--- config.mk ---
export PLATFORM = sky130hd
export DESIGN_NAME = screen_mem_arb
export DESIGN_NICKNAME = d
export VERILOG_FILES = /design/src/rtl/screen_mem_arb_pkg.sv /design/src/rtl/screen_mem_arb.sv
export SDC_FILE = /design/constraint.sdc
export NUM_CORES = 1
export LEC_CHECK = 0
export CORE_UTILIZATION = 41
export CTS_CLUSTER_SIZE = 28
export DETAILED_ROUTE_END_ITERATION = 12
export GPL_ROUTABILITY_DRIVEN = 0
export HOLD_SLACK_MARGIN = 0.03
export PLACE_DENSITY_LB_ADDON = 0.08
export SLEW_MARGIN = 0
export SYNTH_ARGS = -nofsm -noshare
export SYNTH_HDL_FRONTEND = slang
export SYNTH_SLANG_ARGS = --single-unit
--- constraint.sdc ---
create_clock -name clk -period 2.4 [get_ports clk]
set_clock_uncertainty 0.15 [all_clocks]
set_input_delay 0.24 -clock clk [delete_from_list [all_inputs] [get_ports clk]]
set_output_delay 0.24 -clock clk [all_outputs]
set_load 0.01 [all_outputs]
--- src/rtl/screen_mem_arb_pkg.sv ---
// Shared constants and state type for the screen memory arbiter.
// Depth covers 6144 bitmap bytes plus 768 attribute bytes.
package screen_mem_arb_pkg;

   localparam int DEPTH_DEF  = 6912;
   localparam int ADDR_W_DEF = 13;

   localparam logic [7:0]  OOB_RDATA = 8'hFF;
   localparam logic [15:0] CONT_MAX  = 16'hFFFF;

   typedef enum logic [1:0] {
      IDLE = 2'd0,
      PEND = 2'd1,
      RESP = 2'd2
   } state_t;

   function automatic logic in_range(input int unsigned addr, input int unsigned depth);
      return addr < depth;
   endfunction

endpackage

--- src/rtl/screen_mem_arb.sv ---
// Single-port screen BRAM arbiter: video fetch always wins, CPU access waits in PEND.
// CPU ack two cycles after request when video is idle; video data valid two cycles after fetch.
module screen_mem_arb
   import screen_mem_arb_pkg::*;
#(
   parameter int DEPTH  = DEPTH_DEF,
   parameter int ADDR_W = ADDR_W_DEF
) (
   input  logic              clk,
   input  logic              reset,
   input  logic              vid_rd,
   input  logic [ADDR_W-1:0] vid_addr,
   output logic [7:0]        vid_data,
   input  logic              cpu_req,
   input  logic              cpu_we,
   input  logic [ADDR_W-1:0] cpu_addr,
   input  logic [7:0]        cpu_wdata,
   output logic [7:0]        cpu_rdata,
   output logic              cpu_ack,
   output logic              cpu_wait,
   output logic [ADDR_W-1:0] mem_addr,
   output logic              mem_we,
   output logic [7:0]        mem_wdata,
   input  logic [7:0]        mem_rdata,
   output logic [15:0]       contention
);

   state_t            r_state;
   state_t            w_state_nxt;
   logic [ADDR_W-1:0] r_addr;
   logic              r_we;
   logic [7:0]        r_wdata;
   logic              r_vid_pend;
   logic [7:0]        r_vid_data;
   logic [15:0]       r_contention;

   logic              w_capture;
   logic              w_issue;
   logic              w_stall;
   logic              w_in_range;

   always_comb begin
      w_capture  = (r_state == IDLE) && cpu_req;
      w_issue    = (r_state == PEND) && !vid_rd;
      w_stall    = (r_state == PEND) && vid_rd;
      w_in_range = in_range(32'(r_addr), DEPTH);
   end

   always_ff @(posedge clk) begin
      if (!reset) begin
         r_state <= IDLE;
      end else begin
         r_state <= w_state_nxt;
      end
   end

   always_comb begin
      w_state_nxt = r_state;
      case (r_state)
         IDLE:    if (cpu_req) w_state_nxt = PEND;
         PEND:    if (!vid_rd) w_state_nxt = RESP;
         RESP:    w_state_nxt = IDLE;
         default: w_state_nxt = IDLE;
      endcase
   end

   // Holding registers keep the CPU access stable while video owns the port.
   always_ff @(posedge clk) begin
      if (!reset) begin
         r_addr  <= '0;
         r_we    <= 1'b0;
         r_wdata <= 8'h00;
      end else if (w_capture) begin
         r_addr  <= cpu_addr;
         r_we    <= cpu_we;
         r_wdata <= cpu_wdata;
      end
   end

   always_ff @(posedge clk) begin
      if (!reset) begin
         r_contention <= 16'h0000;
      end else if (w_stall && (r_contention != CONT_MAX)) begin
         r_contention <= r_contention + 16'd1;
      end
   end

   // BRAM data lags the address by one cycle, so the load is delayed by a flag.
   always_ff @(posedge clk) begin
      if (!reset) begin
         r_vid_pend <= 1'b0;
         r_vid_data <= 8'h00;
      end else begin
         r_vid_pend <= vid_rd;
         if (r_vid_pend) begin
            r_vid_data <= mem_rdata;
         end
      end
   end

   always_comb begin
      mem_addr  = w_issue ? r_addr : vid_addr;
      mem_we    = reset && w_issue && r_we && w_in_range;
      mem_wdata = r_wdata;
      cpu_ack   = reset && (r_state == RESP);
      cpu_rdata = 8'h00;
      if (cpu_ack && !r_we) begin
         cpu_rdata = w_in_range ? mem_rdata : OOB_RDATA;
      end
      cpu_wait   = (r_state == PEND) || ((r_state == IDLE) && cpu_req);
      vid_data   = r_vid_data;
      contention = r_contention;
   end

endmodule

==> run metrics <==
status completed; Peak VDD IR between 0.3 and 0.4 mV; Worst slew margin 0.4824; mapped cell area between 2000 and 2500 um^2; final core utilization 0.6780; Post-Synth Simple-Gate Area 0.2620; # fillers 432; max cap viols 0; Via-to-Cell Ratio just over 5; Root Buffer Master clkbuf_8; Setup crit end kind output pin; core area 5172 um^2; Post-DRT Antenna Nets 0; IO Port Bufs ~100; RSZ-0062 raised after global routing false; IO Pins approximately 100; critical path class input pin to output pin; f_max approximately 0.43 GHz; pwr/cell area between 400 and 500 nW/um^2; clock-pin slew on the worst setup and hold paths around 80 ps; H-tree level count 2; final worst-path cycle share 0.9639; Final #Nets 414; worst-margin pin slew around 770 ps; hold crit path type flop to flop; adder-cell share of the synthesized area 0.005634; RR Startpoint contention[0]; DP Area 3376 um^2; Hold Buf Count CTS 0; Tmin final between 2000 and 2500 ps; R2R cell count 5; final instance area around 3500 um^2; DRT iter0 DRCs between 100 and 150; First-pass DRT Iterations 4; RR Endpoint contention[10]; DRC viols 0; Initial Utilization 0.4294; Post-synth top cells nand2_1, dfxtp_1, a21oi_1; final setup fails 0; CTS tree built; Die H about 76 um; Sink Count 49; post-detail-place hpwl 4.001 mm; n_diodes 0; worst hold start mem_wdata[6]; Avg WL per Cell between 10 and 15 um; Slew Viols, Final 0; synth top area cells dfxtp_1, nand2_1, a21oi_1; complex-gate fraction of the synthesized area 0.1403; Hold EP mem_wdata[6]; Synth Area in XOR/XNOR 0; post-synthesis cell type count 40; post-route total power between 0.0015 and 0.002 W; worst slack at placement -24.30 ps; main combinational cell family by area after synthesis simple AND/OR/NAND/NOR gates; register bit count reported by yosys 49; most frequent cell after synthesis nand2_1; Worst Path Arrival approximately 1900 ps; Async SR Flop Fraction 0; fraction of layout cells with a size suffix above 1 0.1093; first-pass GRT wire length 8.618 mm; Die Width roughly 76 um; Die Area approximately 5700 um^2; Worst Hold Depth 2; sequential share of the synthesized area 0.4417; Post-synth EDFFs 0; multi-input logic area ~1200 um^2; Final Hold Viols 0; largest net degree at the start of global routing 41; largest area contributor in the netlist dfxtp_1; Hold Slack 306.3 ps; synthesized netlist cell count around 260; Worst R2R Setup Slack approximately 340 ps; CTS Buffer Depth 2; WL final between 5 and 6 mm; CP Launch Type input pin; YS warnings 0; total congestion overflow 0; Post-Synthesis Net Count about 310; row count 26; CP required approximately 2000 ps; final setup margin just under 90 ps; antenna violations before repair 0; GRT Total Usage 0.1965; Main synth FF type dfxtp_1; post-synthesis mux area share 0.1245; CTS buffer count 5; P&R area growth vs syn 57.92%; clk_lat worst skew 300 ps; register area about 990 um^2; leakage ~1.4 nW; Yosys top cell area share 0.4417; critical path fanouts, max 14; total number of vias 2,237; vias in the first global route roughly 2,000; Post-Syn Area per Cell roughly 8.6 um^2
==> how the worst max path moves through the flow <==
| stage | to | start | slack [ps] | depth (start not counted) |
|---|---|---|---|---|
| after floorplan | contention[10] | contention[0] | 390 | 5 |
| after global placement | cpu_rdata[7] | reset | -30 | 7 |
| after detailed placement | cpu_rdata[0] | reset | -20 | 7 |
| after CTS | cpu_rdata[0] | reset | 30 | 7 |
| after global routing | mem_addr[11] | vid_rd | 9 | 5 |
| final | mem_addr[2] | vid_rd | 90 | 5 |
==> cells by family (layout without fill, tap and decap cells) <==
kind of cell	Yosys count	count (layout)
AND/OR/NAND/NOR	116	116
AO/OA/AOI/OAI	52	52
flip-flops	49	49
multiplexers	26	26
buffers and inverters	15	122
adder cells (fa/ha/maj)	1	1
==> per-layer routing <==
metal / GRT usage / up-vias / routed length (um)
met4: 0.04321 / 0 / 27
li1: - / 1128 / -
met2: 0.3492 / 65 / 2810
met3: 0.05291 / 2 / 298
met5: 0 / - / 0
met1: 0.2377 / 1042 / 2424
==> worst max-delay path, cell delays in order <==
cell and delay (ps):
clkdlybuf4s50_1 460, nor3b_4 230, buf_12 170, mux2_2 330, clkdlybuf4s50_1 480
==> power breakdown <==
| part | switching, W | leakage (nW) | internal, W |
|---|---|---|---|
| clock | 0.000263 | 0.0433 | 0.000228 |
| sequential | 0.0000248 | 0.401 | 0.000847 |
| combinational | 0.000113 | 0.991 | 0.000179 |
| total | 0.000401 | 1.43 | 0.00125 |
==> state kept, by name (all words and copies together) (netlist names) <==
name        flops
mem_wdata       8
contention     16
r_vid_pend      1
vid_data        8
r_state         2
r_addr         13
r_we            1
==> stage by stage <==
step	std cells	setup TNS [ps]
after floorplan	259	0
after global placement	429	-191.2
after detailed placement	429	-130.7
after CTS	436	0
after global routing	436	0
final	436	0
==> layout by cell type (no fill, tap or decap), types with 2 or more instances in the layout <==
master,Yosys,layout
nand3_1,5,5
and2_1,2,2
clkdlybuf4s50_1,0,93
or3_1,3,3
nor4_1,2,2
a31oi_1,2,2
clkbuf_8,0,6
nand2b_1,4,4
o31ai_1,4,4
mux2_2,13,13
nor4_2,2,2
nor2_1,16,16
buf_4,0,9
o21ai_0,3,3
mux2i_1,13,13
nand4_1,2,2
a21oi_1,31,31
inv_1,3,3
dlymetal6s2s_1,0,9
dfxtp_1,49,47
and3_1,3,3
o21a_1,8,8
or4_1,4,4
nor3_1,3,3
nand2_1,58,58
==> area by class of cell <==
class,instances,area share
clock buffer,6,0.02355
timing repair buffer,112,0.3225
multi-input combinational,195,0.3425
sequential,49,0.2811
clock inverter,1,0.002141
tap,70,0.02497
inverter,3,0.003211
==> what timing repair did <==
action	CTS	global route
setup buffers	0	0
endpoints found under the hold margin	0	0
gates resized for setup	3	12
setup endpoints to repair	17	9
No activity file was read; power rests on OpenSTA's default activity.
